[src/rtl/timer_pkg.sv]
// rtl/timer_pkg.sv - register offsets, control layout and byte-lane helper for the machine timer
package timer_pkg;

  localparam logic [2:0] TMR_MTIME_LO   = 3'd0;
  localparam logic [2:0] TMR_MTIME_HI   = 3'd1;
  localparam logic [2:0] TMR_MTIMECMP_LO = 3'd2;
  localparam logic [2:0] TMR_MTIMECMP_HI = 3'd3;
  localparam logic [2:0] TMR_CTRL       = 3'd4;
  localparam logic [2:0] TMR_STATUS     = 3'd5;
  localparam logic [2:0] TMR_PRESCALE   = 3'd6;
  localparam logic [2:0] TMR_RSVD       = 3'd7;

  localparam int CTRL_EN_BIT       = 0;
  localparam int CTRL_IRQ_EN_BIT   = 1;
  localparam int CTRL_PERIODIC_BIT = 2;
  localparam int STATUS_PEND_BIT   = 0;

  localparam logic [3:0] TMR_BASE_NIBBLE = 4'hA;

  typedef struct packed {
    logic periodic;
    logic irq_en;
    logic en;
  } tmr_ctrl_t;

  function automatic logic [31:0] byte_merge(input logic [31:0] old_val,
                                             input logic [31:0] new_val,
                                             input logic [3:0]  mask);
    logic [31:0] res;
    for (int b = 0; b < 4; b++) begin
      res[8*b +: 8] = mask[b] ? new_val[8*b +: 8] : old_val[8*b +: 8];
    end
    return res;
  endfunction

endpackage

[src/rtl/timer_prescaler.sv]
// rtl/timer_prescaler.sv - free-running divider producing a one-cycle tick every prescale+1 enabled cycles
module timer_prescaler #(
  parameter int PRESC_WID = 16
) (
  input  logic                 clk,
  input  logic                 rst_n,
  input  logic                 en_i,
  input  logic                 clear_i,
  input  logic [PRESC_WID-1:0] prescale_i,
  output logic                 tick_o
);

  logic [PRESC_WID-1:0] presc_cnt_q;
  logic [PRESC_WID-1:0] presc_cnt_d;
  logic                 at_top;

  assign at_top = (presc_cnt_q == prescale_i);
  assign tick_o = en_i & at_top;

  always_comb begin
    presc_cnt_d = presc_cnt_q;
    if (clear_i) begin
      presc_cnt_d = '0;
    end else if (en_i) begin
      presc_cnt_d = at_top ? '0 : presc_cnt_q + 1'b1;
    end
  end

  always_ff @(posedge clk or negedge rst_n) begin
    if (!rst_n) begin
      presc_cnt_q <= '0;
    end else begin
      presc_cnt_q <= presc_cnt_d;
    end
  end

endmodule

[src/rtl/timer_irq_ctrl.sv]
// rtl/timer_irq_ctrl.sv - memory-mapped 64-bit machine timer with compare, sticky pending and level irq
module timer_irq_ctrl
  import timer_pkg::*;
#(
  parameter int          PRESC_WID = 16,
  parameter logic [63:0] RST_CMP   = 64'hFFFF_FFFF_FFFF_FFFF
) (
  input  logic        clk,
  input  logic        rst_n,
  input  logic        sel_i,
  input  logic        system_bus_en,
  input  logic        system_bus_rdwr,
  input  logic [3:0]  system_bus_mask,
  input  logic [31:0] system_bus_addr,
  input  logic [31:0] system_bus_wr_data,
  output logic [31:0] system_bus_rd_data,
  output logic        irq_o
);

  tmr_ctrl_t            ctrl_q, ctrl_d;
  logic [63:0]          mtime_q, mtime_d;
  logic [63:0]          mtimecmp_q, mtimecmp_d;
  logic                 pending_q, pending_d;
  logic [PRESC_WID-1:0] prescale_q, prescale_d;
  logic [31:0]          hi_shadow_q, hi_shadow_d;
  logic [31:0]          rd_data_q, rd_data_d;
  logic                 irq_q, irq_d;

  logic        acc, wr_en, rd_en;
  logic [2:0]  offset;
  logic        wr_ctrl, wr_presc, w1c;
  logic        en_eff, tick, reload, match;
  logic [63:0] mtime_inc;
  logic [31:0] presc_ext, presc_merge;
  logic        unused_ok;

  assign acc    = system_bus_en & sel_i;
  assign wr_en  = acc & system_bus_rdwr;
  assign rd_en  = acc & ~system_bus_rdwr;
  assign offset = system_bus_addr[4:2];

  assign wr_ctrl  = wr_en && (offset == TMR_CTRL);
  assign wr_presc = wr_en && (offset == TMR_PRESCALE);
  assign w1c      = wr_en && (offset == TMR_STATUS) && system_bus_mask[0]
                    && system_bus_wr_data[STATUS_PEND_BIT];

  // Clearing en must stop a tick on the very edge it is written.
  assign en_eff = ctrl_q.en & ~(wr_ctrl & system_bus_mask[0] & ~system_bus_wr_data[CTRL_EN_BIT]);

  timer_prescaler #(
    .PRESC_WID (PRESC_WID)
  ) u_prescaler (
    .clk        (clk),
    .rst_n      (rst_n),
    .en_i       (en_eff),
    .clear_i    (wr_presc),
    .prescale_i (prescale_q),
    .tick_o     (tick)
  );

  assign mtime_inc = mtime_q + 64'd1;
  assign reload    = tick & ctrl_q.periodic & (mtime_inc == mtimecmp_q);
  assign match     = ctrl_q.en & (mtime_q >= mtimecmp_q);

  assign presc_ext   = 32'(prescale_q);
  assign presc_merge = byte_merge(presc_ext, system_bus_wr_data, system_bus_mask);
  assign unused_ok   = ^{system_bus_addr[31:5], system_bus_addr[1:0], presc_merge};

  always_comb begin
    mtime_d = mtime_q;
    if (tick) begin
      mtime_d = reload ? 64'd0 : mtime_inc;
    end
    // A software write replaces the whole next value; unwritten bytes keep the pre-tick value.
    if (wr_en && offset == TMR_MTIME_LO) begin
      mtime_d = {mtime_q[63:32], byte_merge(mtime_q[31:0], system_bus_wr_data, system_bus_mask)};
    end else if (wr_en && offset == TMR_MTIME_HI) begin
      mtime_d = {byte_merge(mtime_q[63:32], system_bus_wr_data, system_bus_mask), mtime_q[31:0]};
    end

    mtimecmp_d = mtimecmp_q;
    if (wr_en && offset == TMR_MTIMECMP_LO) begin
      mtimecmp_d[31:0] = byte_merge(mtimecmp_q[31:0], system_bus_wr_data, system_bus_mask);
    end else if (wr_en && offset == TMR_MTIMECMP_HI) begin
      mtimecmp_d[63:32] = byte_merge(mtimecmp_q[63:32], system_bus_wr_data, system_bus_mask);
    end

    ctrl_d = ctrl_q;
    if (wr_ctrl && system_bus_mask[0]) begin
      ctrl_d = tmr_ctrl_t'(system_bus_wr_data[2:0]);
    end

    prescale_d = prescale_q;
    if (wr_presc) begin
      prescale_d = presc_merge[PRESC_WID-1:0];
    end

    pending_d = pending_q;
    if (match || reload) begin
      pending_d = 1'b1;
    end else if (w1c) begin
      pending_d = 1'b0;
    end

    irq_d = pending_q & ctrl_q.irq_en;

    rd_data_d   = rd_data_q;
    hi_shadow_d = hi_shadow_q;
    if (rd_en) begin
      case (offset)
        TMR_MTIME_LO: begin
          rd_data_d   = mtime_q[31:0];
          hi_shadow_d = mtime_q[63:32];
        end
        TMR_MTIME_HI:    rd_data_d = hi_shadow_q;
        TMR_MTIMECMP_LO: rd_data_d = mtimecmp_q[31:0];
        TMR_MTIMECMP_HI: rd_data_d = mtimecmp_q[63:32];
        TMR_CTRL:        rd_data_d = 32'(ctrl_q);
        TMR_STATUS:      rd_data_d = 32'(pending_q);
        TMR_PRESCALE:    rd_data_d = presc_ext;
        default:         rd_data_d = 32'd0;
      endcase
    end
  end

  always_ff @(posedge clk or negedge rst_n) begin
    if (!rst_n) begin
      ctrl_q      <= '0;
      mtime_q     <= '0;
      mtimecmp_q  <= RST_CMP;
      pending_q   <= 1'b0;
      prescale_q  <= '0;
      hi_shadow_q <= '0;
      rd_data_q   <= '0;
      irq_q       <= 1'b0;
    end else begin
      ctrl_q      <= ctrl_d;
      mtime_q     <= mtime_d;
      mtimecmp_q  <= mtimecmp_d;
      pending_q   <= pending_d;
      prescale_q  <= prescale_d;
      hi_shadow_q <= hi_shadow_d;
      rd_data_q   <= rd_data_d;
      irq_q       <= irq_d;
    end
  end

  assign system_bus_rd_data = rd_data_q;
  assign irq_o              = irq_q;

endmodule

[config.mk]
export PLATFORM = sky130hd
export DESIGN_NAME = timer_irq_ctrl
export DESIGN_NICKNAME = d
export VERILOG_FILES = /design/src/rtl/timer_pkg.sv /design/src/rtl/timer_prescaler.sv /design/src/rtl/timer_irq_ctrl.sv
export SDC_FILE = /design/constraint.sdc
export NUM_CORES = 1
export LEC_CHECK = 0
export CORE_MARGIN = 8
export CORE_UTILIZATION = 35
export DETAILED_ROUTE_END_ITERATION = 8
export MAX_ROUTING_LAYER = met4
export PLACE_DENSITY = 0.57
export SKIP_CTS_REPAIR_TIMING = 1
export SYNTH_ARGS = -nofsm -noshare
export SYNTH_HDL_FRONTEND = slang
export SYNTH_SLANG_ARGS = --single-unit
[constraint.sdc]
create_clock -name clk -period 8.8 [get_ports clk]
set_clock_uncertainty 0.15 [all_clocks]
set_input_delay 1.32 -clock clk [delete_from_list [all_inputs] [get_ports clk]]
set_output_delay 1.32 -clock clk [all_outputs]
set_load 0.02 [all_outputs]
==> impl_table.tex, run 1 <==
\begin{tabular}{lr}
\hline
Metric & Value \\
\hline
\multicolumn{2}{l}{\textbf{Timing}} \\
\quad Final worst path period need & 5.72 ns \\
\quad Actual slew at the worst max-slew pin & 1.12 ns \\
\quad Final max-slew violation count & 0 \\
\quad Post-route clock period utilization & 0.649 \\
\quad Final TNS setup & 0 ns \\
\quad Headroom to the max-slew limit & 0.251 \\
\quad Setup repair after global routing missed its margin & false \\
\quad Number of hold violations in the final report & 0 \\
\quad Fmax & 175 MHz \\
\quad Number of setup violations in the final report & 0 \\
\multicolumn{2}{l}{\textbf{GRT}} \\
\quad Global-route track usage on met2 & 0.338 \\
\quad Met3 global-route usage & 0.0294 \\
\quad Gr ovfl total & 0 \\
\quad Global router's overall resource usage & 0.223 \\
\quad Antenna violations before repair & 0 \\
\quad Wire length of the first global-routing pass & 89.4 mm \\
\quad Pin count of the biggest net entering global routing & 109 \\
\quad Number of global-route vias before repair & 13900 \\
\quad Most Crowded Layer GR & met2 \\
\quad Met1 usage in global routing & 0.302 \\
\multicolumn{2}{l}{\textbf{Floorplanning}} \\
\quad Horiz. Die Dim & 229 µm \\
\quad Number of core rows & 78 \\
\quad I/O pin count & 106 \\
\quad Die Span Y & 229 µm \\
\quad Initial core utilization & 0.353 \\
\quad Area of the core & 45100 µm² \\
\quad Die area & 52500 µm² \\
\multicolumn{2}{l}{\textbf{Placement}} \\
\quad Cells after DPL & 2336 \\
\quad Placement Cell Area & 17100 µm² \\
\quad Post-DP HPWL & 42.5 mm \\
\quad Port Buffer Count & 76 \\
\quad Final estimated routing congestion in global placement & 0.986 \\
\multicolumn{2}{l}{\textbf{Final layout}} \\
\quad Count of inserted antenna diode cells & 0 \\
\quad Fraction of layout instances using a drive strength above 1 & 0.148 \\
\quad Post-layout instance count excluding filler cells & 2386 \\
\quad Final Net Count & 1904 \\
\quad Final-layout fill cell count & 4558 \\
\quad Layout Area Growth over Synthesis & 14.0\% \\
\quad Final design area excluding fillers & 18100 µm² \\
\multicolumn{2}{l}{\textbf{Power and ir drop}} \\
\quad VDD IR-drop max & 202 µV \\
\quad Power per Cell Area & 244 nW/µm² \\
\quad Leakage power & 7.31 nW \\
\multicolumn{2}{l}{\textbf{Detailed routing}} \\
\quad Vias per std cell & 5.99 \\
\quad Post-detailed-route wirelength per cell & 24.6 µm \\
\quad Violation count after the first detailed-routing iteration & 1398 \\
\quad Vias & 14300 \\
\quad Sum of routed wire length over all layers & 58.6 mm \\
\quad Iteration count of the initial detailed-routing pass & 6 \\
\quad DRC & 0 \\
\quad Residual antenna-violating net count after detailed routing & 0 \\
\multicolumn{2}{l}{\textbf{Synthesis}} \\
\quad Register bit count reported by yosys & 229 \\
\quad Count of different cell masters after synthesis & 78 \\
\quad Prevailing post-synth register cell & dfrtp\_1 \\
\quad Cell Area, Synth & 15900 µm² \\
\quad Most common library cells after synthesis & 165 x dfrtp\_1, 156 x nand2\_1, 111 x nor2\_1, 102 x inv\_1, 94 x o21ai\_0 \\
\quad Yosys synthesis warning count & 0 \\
\quad Cell type with the highest aggregate area in the netlist & dfrtp\_1 \\
\quad Gate count of the mapped netlist & 1755 \\
\quad Portion of the post-synthesis area used by sequential elements & 0.365 \\
\quad Fraction of registers with async set or reset after synthesis & 1.00 \\
\quad Synthesized netlist net count & 1894 \\
\quad Mean Syn Cell Area & 9.06 µm² \\
\quad Area share of the leading cell type in the synthesized netlist & 0.260 \\
\quad Top-count cell post-synth & dfrtp\_1 \\
\quad Main area contributors after synthesis & dfrtp\_1 26\%, dfstp\_2 11\%, mux2\_2 5.2\% \\
\quad Post-synth EDFFs & 0 \\
\multicolumn{2}{l}{\textbf{Critical path}} \\
\quad Largest fanout on the critical path & 78 \\
\quad Setup crit start kind & input pin \\
\quad Endpoint type of the worst setup path & flip-flop \\
\quad Arrival time reported for the critical path endpoint & 6.03 ns \\
\quad Setup Crit Path Kind & input pin to flip-flop \\
\quad Critical path required time & 9.11 ns \\
\multicolumn{2}{l}{\textbf{Clock tree}} \\
\quad Clk sinks & 229 \\
\quad Later-pin clock latency in the skew report & 0.58 ns \\
\quad CTS HTree Levels & 1 \\
\quad CTS buffer count & 27 \\
\quad Clock slew seen by the registers of the worst setup and hold paths & 0.06 ns \\
\quad Clock Root Buffer & clkbuf\_16 \\
\quad Maximum number of buffers from clock root to sink & 3 \\
\quad Clock tree from TritonCTS & done \\
\multicolumn{2}{l}{\textbf{Hold path}} \\
\quad Hold Crit Class & flip-flop to flip-flop \\
\multicolumn{2}{l}{\textbf{Flow run}} \\
\quad Number of max-capacitance violations reported & 0 \\
\multicolumn{2}{l}{\textbf{Status}} \\
\quad Status & complete, no violations \\
\hline
\end{tabular}
-- sequential cells by signal, summed over array words and instances (netlist names) --
name and count:
hi_shadow_q 32, mtime_q 64, u_prescaler.presc_cnt_q 16, system_bus_rd_data 32
pending_q 1, prescale_q 16, ctrl_q 3, irq_o 1
mtimecmp_q 64
-- worst paths after layout --
path / from / slack [ns] / cells after the start / endpoint
min in group asynchronous: rst_n / 0.64 / 1 / mtime_q[47]
setup reg to reg: mtime_q[1] / 3.39 / 12 / mtime_q[38]
hold / removal: hi_shadow_q[28] / 0.33 / 2 / hi_shadow_q[28]
hold reg to reg: hi_shadow_q[28] / 0.33 / 2 / hi_shadow_q[28]
setup / recovery: system_bus_mask[0] / 3.08 / 12 / mtime_q[38]
max in group asynchronous: rst_n / 6.42 / 2 / prescale_q[9]
-- cells in the final DEF, fill, tap and decap left out, types with 73 or more instances in the layout --
cell and n:
a21oi_1 74, clkdlybuf4s50_1 73, dfrtp_1 165, inv_1 102
mux2_2 74, nand2_1 156, nand4_1 75, nor2_1 109
o21ai_0 92, xnor2_1 75
-- kinds of logic after synthesis --
logic type               share of synthesized area
AO/OA/AOI/OAI                                0.166
XOR/XNOR                                    0.0645
adder cells (fa/ha/maj)                     0.0519
buffers and inverters                       0.0572
flip-flops                                   0.365
multiplexers                                0.0907
AND/OR/NAND/NOR                              0.204
-- final cells by class --
type / count / area (µm²) / area share
clock buffers: 35 / 808 / 0.0446
clock inverters: 15 / 231 / 0.0128
inverters: 102 / 383 / 0.0211
multi-input cells: 1303 / 9190 / 0.507
flip-flops and latches: 229 / 5810 / 0.321
well taps: 600 / 751 / 0.0414
repair buffers: 102 / 951 / 0.0525
-- through the flow --
stage	total power, mW	hold WS (ns)	setup slack [ns]	utilization
2_1_floorplan	2.53	0.295	4.55	-
3_3_place_gp	3.07	0.312	2.65	0.379
3_5_place_dp	3.09	0.323	2.59	0.379
4_1_cts	4.42	0.336	3.21	0.402
5_1_grt	4.64	0.357	3.01	0.402
6_report	4.42	0.330	3.08	0.402
-- power by group --
group          internal (mW)  total [mW]  switching [mW]
Clock                  0.800        1.30           0.503
Sequential              1.27        1.52           0.251
Combinational          0.620        1.60           0.975
Total                   2.69        4.42            1.73
-- layer usage --
layer	wire, µm	vias to the layer above
li1	-	6429
met1	25900	7107
met2	26200	615
met3	4060	130
met4	2460	0
met5	0	-
-- worst max-delay path: stages --
cell,delay (ns)
clkdlybuf4s50_1,0.72
nand2_1,0.28
nor4_1,0.14
a21o_1,0.29
nor2b_1,0.64
or4b_1,0.49
nor4_1,0.28
o2111ai_1,0.17
or4_4,0.59
buf_4,0.46
nor4b_1,0.29
a211o_1,0.28
No activity file was read; power rests on OpenSTA's default activity.
==> run 2: changes to the inputs <==
PLACE_DENSITY = 0.59   (was 0.57)
clock period = 4.65 ns   (was 8.8 ns; I/O delays follow)
==> impl_table.tex, run 2 (same netlist as run 1, synthesis figures left out) <==
\begin{tabular}{lr}
\hline
Metric & Value \\
\hline
\multicolumn{2}{l}{\textbf{Status}} \\
\quad Status & complete, no violations \\
\multicolumn{2}{l}{\textbf{Floorplanning}} \\
\quad Horiz. Die Dim & 229 µm (unchanged) \\
\quad Area of the core & 45100 µm² (unchanged) \\
\quad Die area & 52500 µm² (unchanged) \\
\quad Initial core utilization & 0.353 (unchanged) \\
\quad I/O pin count & 106 (unchanged) \\
\quad Number of core rows & 78 (unchanged) \\
\quad Die Span Y & 229 µm (unchanged) \\
\multicolumn{2}{l}{\textbf{Critical path}} \\
\quad FF-to-FF End & mtime\_q[22] \\
\quad Worst path slowest cell & or4\_4 \\
\quad R2r worst-path depth & 14 (+2) \\
\quad Worst reg2reg startpoint & mtime\_q[0] \\
\quad Minimum setup slack among reg-to-reg paths & 0.15 ns (-3.24 ns) \\
\quad Setup crit start kind & flip-flop \\
\quad Largest fanout on the critical path & 34 (-56\%) \\
\quad Arrival time reported for the critical path endpoint & 4.72 ns (-1.31 ns) \\
\quad Top cell by count, worst path & buf\_4 \\
\quad Cell-by-cell listing of the critical path & ha\_1 > and4\_4 > nand3\_1 > buf\_4 > nor4\_1 > buf\_4 > nand3\_2 > mux2\_1 > a221oi\_2 > nand4\_1 > or4\_4 > buf\_12 > a31oi\_1 > o22ai\_1 \\
\quad Endpoint type of the worst setup path & flip-flop \\
\quad Critical path required time & 4.87 ns (-4.24 ns) \\
\quad Setup Crit Path Kind & flip-flop to flip-flop \\
\quad Largest incremental delay on the critical path & 0.71 ns (about the same) \\
\multicolumn{2}{l}{\textbf{Final layout}} \\
\quad Final design area excluding fillers & 18800 µm² (+3.6\%) \\
\quad Final Net Count & 1998 (+4.9\%) \\
\quad Post-layout instance count excluding filler cells & 2480 (+3.9\%) \\
\quad Leading cell type in the layout, fill and taps excluded & dfrtp\_1 \\
\quad Share of the core filled with cells & 0.417 (+0.0145) \\
\quad Largest registers in the final layout & mtime\_q x64, mtimecmp\_q x64 \\
\quad Layout Area Growth over Synthesis & 18.1\% \\
\quad Combined area of the multi-input logic cells & 9210 µm² (+0.18\%) \\
\quad Leading cell types in the layout, fill and taps excluded & 165 x dfrtp\_1, 156 x nand2\_1, 117 x buf\_4 \\
\quad Final-layout fill cell count & 4518 (-0.88\%) \\
\quad Area of all sequential standard cells & 5810 µm² (unchanged) \\
\quad Fraction of layout instances using a drive strength above 1 & 0.188 (+0.0400) \\
\multicolumn{2}{l}{\textbf{Clock tree}} \\
\quad Maximum number of buffers from clock root to sink & 3 (unchanged) \\
\quad Clock tree from TritonCTS & done \\
\quad Later-pin clock latency in the skew report & 0.56 ns (-0.02 ns) \\
\quad CTS buffer count & 26 (-3.7\%) \\
\quad Clock Root Buffer & clkbuf\_16 \\
\quad Clk sinks & 229 (unchanged) \\
\quad Clock slew seen by the registers of the worst setup and hold paths & 0.06 ns (about the same) \\
\quad CTS HTree Levels & 1 (unchanged) \\
\multicolumn{2}{l}{\textbf{Detailed routing}} \\
\quad Vias per std cell & 5.94 (-0.82\%) \\
\quad Post-detailed-route wirelength per cell & 24.0 µm (-2.2\%) \\
\quad Residual antenna-violating net count after detailed routing & 0 (unchanged) \\
\quad Iteration count of the initial detailed-routing pass & 6 (unchanged) \\
\quad Violation count after the first detailed-routing iteration & 1546 (+11\%) \\
\quad DRC & 0 (unchanged) \\
\quad Vias & 14700 (+3.1\%) \\
\quad Sum of routed wire length over all layers & 59.6 mm (+1.7\%) \\
\multicolumn{2}{l}{\textbf{Power and ir drop}} \\
\quad Total internal power & 5.13 mW (+91\%) \\
\quad Switching share of power & 0.391 (about the same) \\
\quad Power per Cell Area & 448 nW/µm² (+84\%) \\
\quad Logic pwr share & 0.401 (+0.040) \\
\quad Reg power frac & 0.335 (-0.009) \\
\quad Power spent charging and discharging nets & 3.29 mW (+90\%) \\
\quad Clock network fraction of total power & 0.264 (-0.031) \\
\quad VDD IR-drop max & 309 µV (+53\%) \\
\quad Leakage power & 7.71 nW (+5.4\%) \\
\multicolumn{2}{l}{\textbf{Timing}} \\
\quad Headroom to the max-slew limit & 0.130 (-0.120) \\
\quad Fmax & 222 MHz \\
\quad Number of hold violations in the final report & 0 (unchanged) \\
\quad Final worst path period need & 4.50 ns \\
\quad Final max-slew violation count & 0 (unchanged) \\
\quad Number of setup violations in the final report & 0 (unchanged) \\
\quad Post-route clock period utilization & 0.968 \\
\quad Final TNS setup & 0 ns (unchanged) \\
\quad Setup repair after global routing missed its margin & false \\
\quad Hold slack final & 0.0536 ns (-0.276 ns) \\
\quad Actual slew at the worst max-slew pin & 1.29 ns (+0.174 ns) \\
\multicolumn{2}{l}{\textbf{GRT}} \\
\quad Global router's overall resource usage & 0.226 (+0.00300) \\
\quad Wire length of the first global-routing pass & 90.8 mm (+1.5\%) \\
\quad Gr ovfl total & 0 (unchanged) \\
\quad Number of global-route vias before repair & 14600 (+4.9\%) \\
\quad Antenna violations before repair & 1 (+1) \\
\quad Pin count of the biggest net entering global routing & 115 (+5.5\%) \\
\multicolumn{2}{l}{\textbf{Placement}} \\
\quad Port Buffer Count & 76 (unchanged) \\
\quad Placement Cell Area & 17800 µm² (+4.4\%) \\
\quad Cells after DPL & 2429 (+4.0\%) \\
\quad Post-DP HPWL & 45.0 mm (+5.8\%) \\
\quad Final estimated routing congestion in global placement & 1.02 (+3.1\%) \\
\multicolumn{2}{l}{\textbf{Flow run}} \\
\quad Number of max-capacitance violations reported & 0 (unchanged) \\
\multicolumn{2}{l}{\textbf{Hold path}} \\
\quad Hold Crit Class & input pin to async pin \\
\hline
\end{tabular}
run 2: cell types whose count changed in the layout (fill, tap and decap cells not counted), sizes merged:
cell      previous run  this run
buf                 29       124
clkbuf              35        40
inv                105       102
bufinv               5         3
clkinvlp             2         0
diode                0         1
run 2: power by group through the flow:
stage / clock (mW) / sequential [mW] / combinational [mW]
after floorplan: 0 / 2.74 / 2.06
after global placement: 0 / 2.83 / 3.24
after detailed placement: 0 / 2.84 / 3.28
after CTS: 2.25 / 2.81 / 3.30
after global routing: 2.33 / 2.87 / 3.63
final: 2.22 / 2.82 / 3.38
run 2: how the worst max path moves through the flow:
stage | cells past startpoint | to | start | slack [ns]
5_1_grt | 13 | mtime_q[22] | mtime_q[9] | 0.02
4_1_cts | 13 | mtime_q[22] | mtime_q[0] | -0.02
3_3_place_gp | 13 | mtime_q[23] | mtime_q[0] | 0.02
3_5_place_dp | 13 | mtime_q[23] | mtime_q[0] | 0.02
2_1_floorplan | 15 | mtime_q[22] | mtime_q[1] | 1.02
6_report | 14 | mtime_q[22] | mtime_q[0] | 0.15
run 2: routing by layer:
metal / up-vias / share of wire / global-route usage
li1: 6625 / - / -
met5: - / 0 / -
met3: 145 / 0.079 / 0.0344
met1: 7258 / 0.43 / 0.299
met2: 694 / 0.45 / 0.348
met4: 0 / 0.041 / 0.0819
run 2: stage by stage:
step	total power, mW	setup slack, ns
after detailed placement	6.13	0.0221
after global routing	8.83	0.0202
after floorplan	4.79	1.02
after global placement	6.07	0.0168
final	8.42	0.147
after CTS	8.37	-0.0220
run 2: critical path: cells and delay by family (launching register included):
kind	cells	cell delay, ns
fa+ha+maj	1	0.31
mux	1	0.34
compound gates	3	0.49
buf+inv	3	0.64
simple gates	6	1.92
flops	1	0.45
run 2: layout make-up:
class,count,share of cell area
diodes,1,0.000133
flip-flops and latches,229,0.309
well taps,600,0.0400
repair buffers,197,0.0913
clock inverters,8,0.00693
multi-input cells,1303,0.490
clock buffers,40,0.0417
inverters,102,0.0204
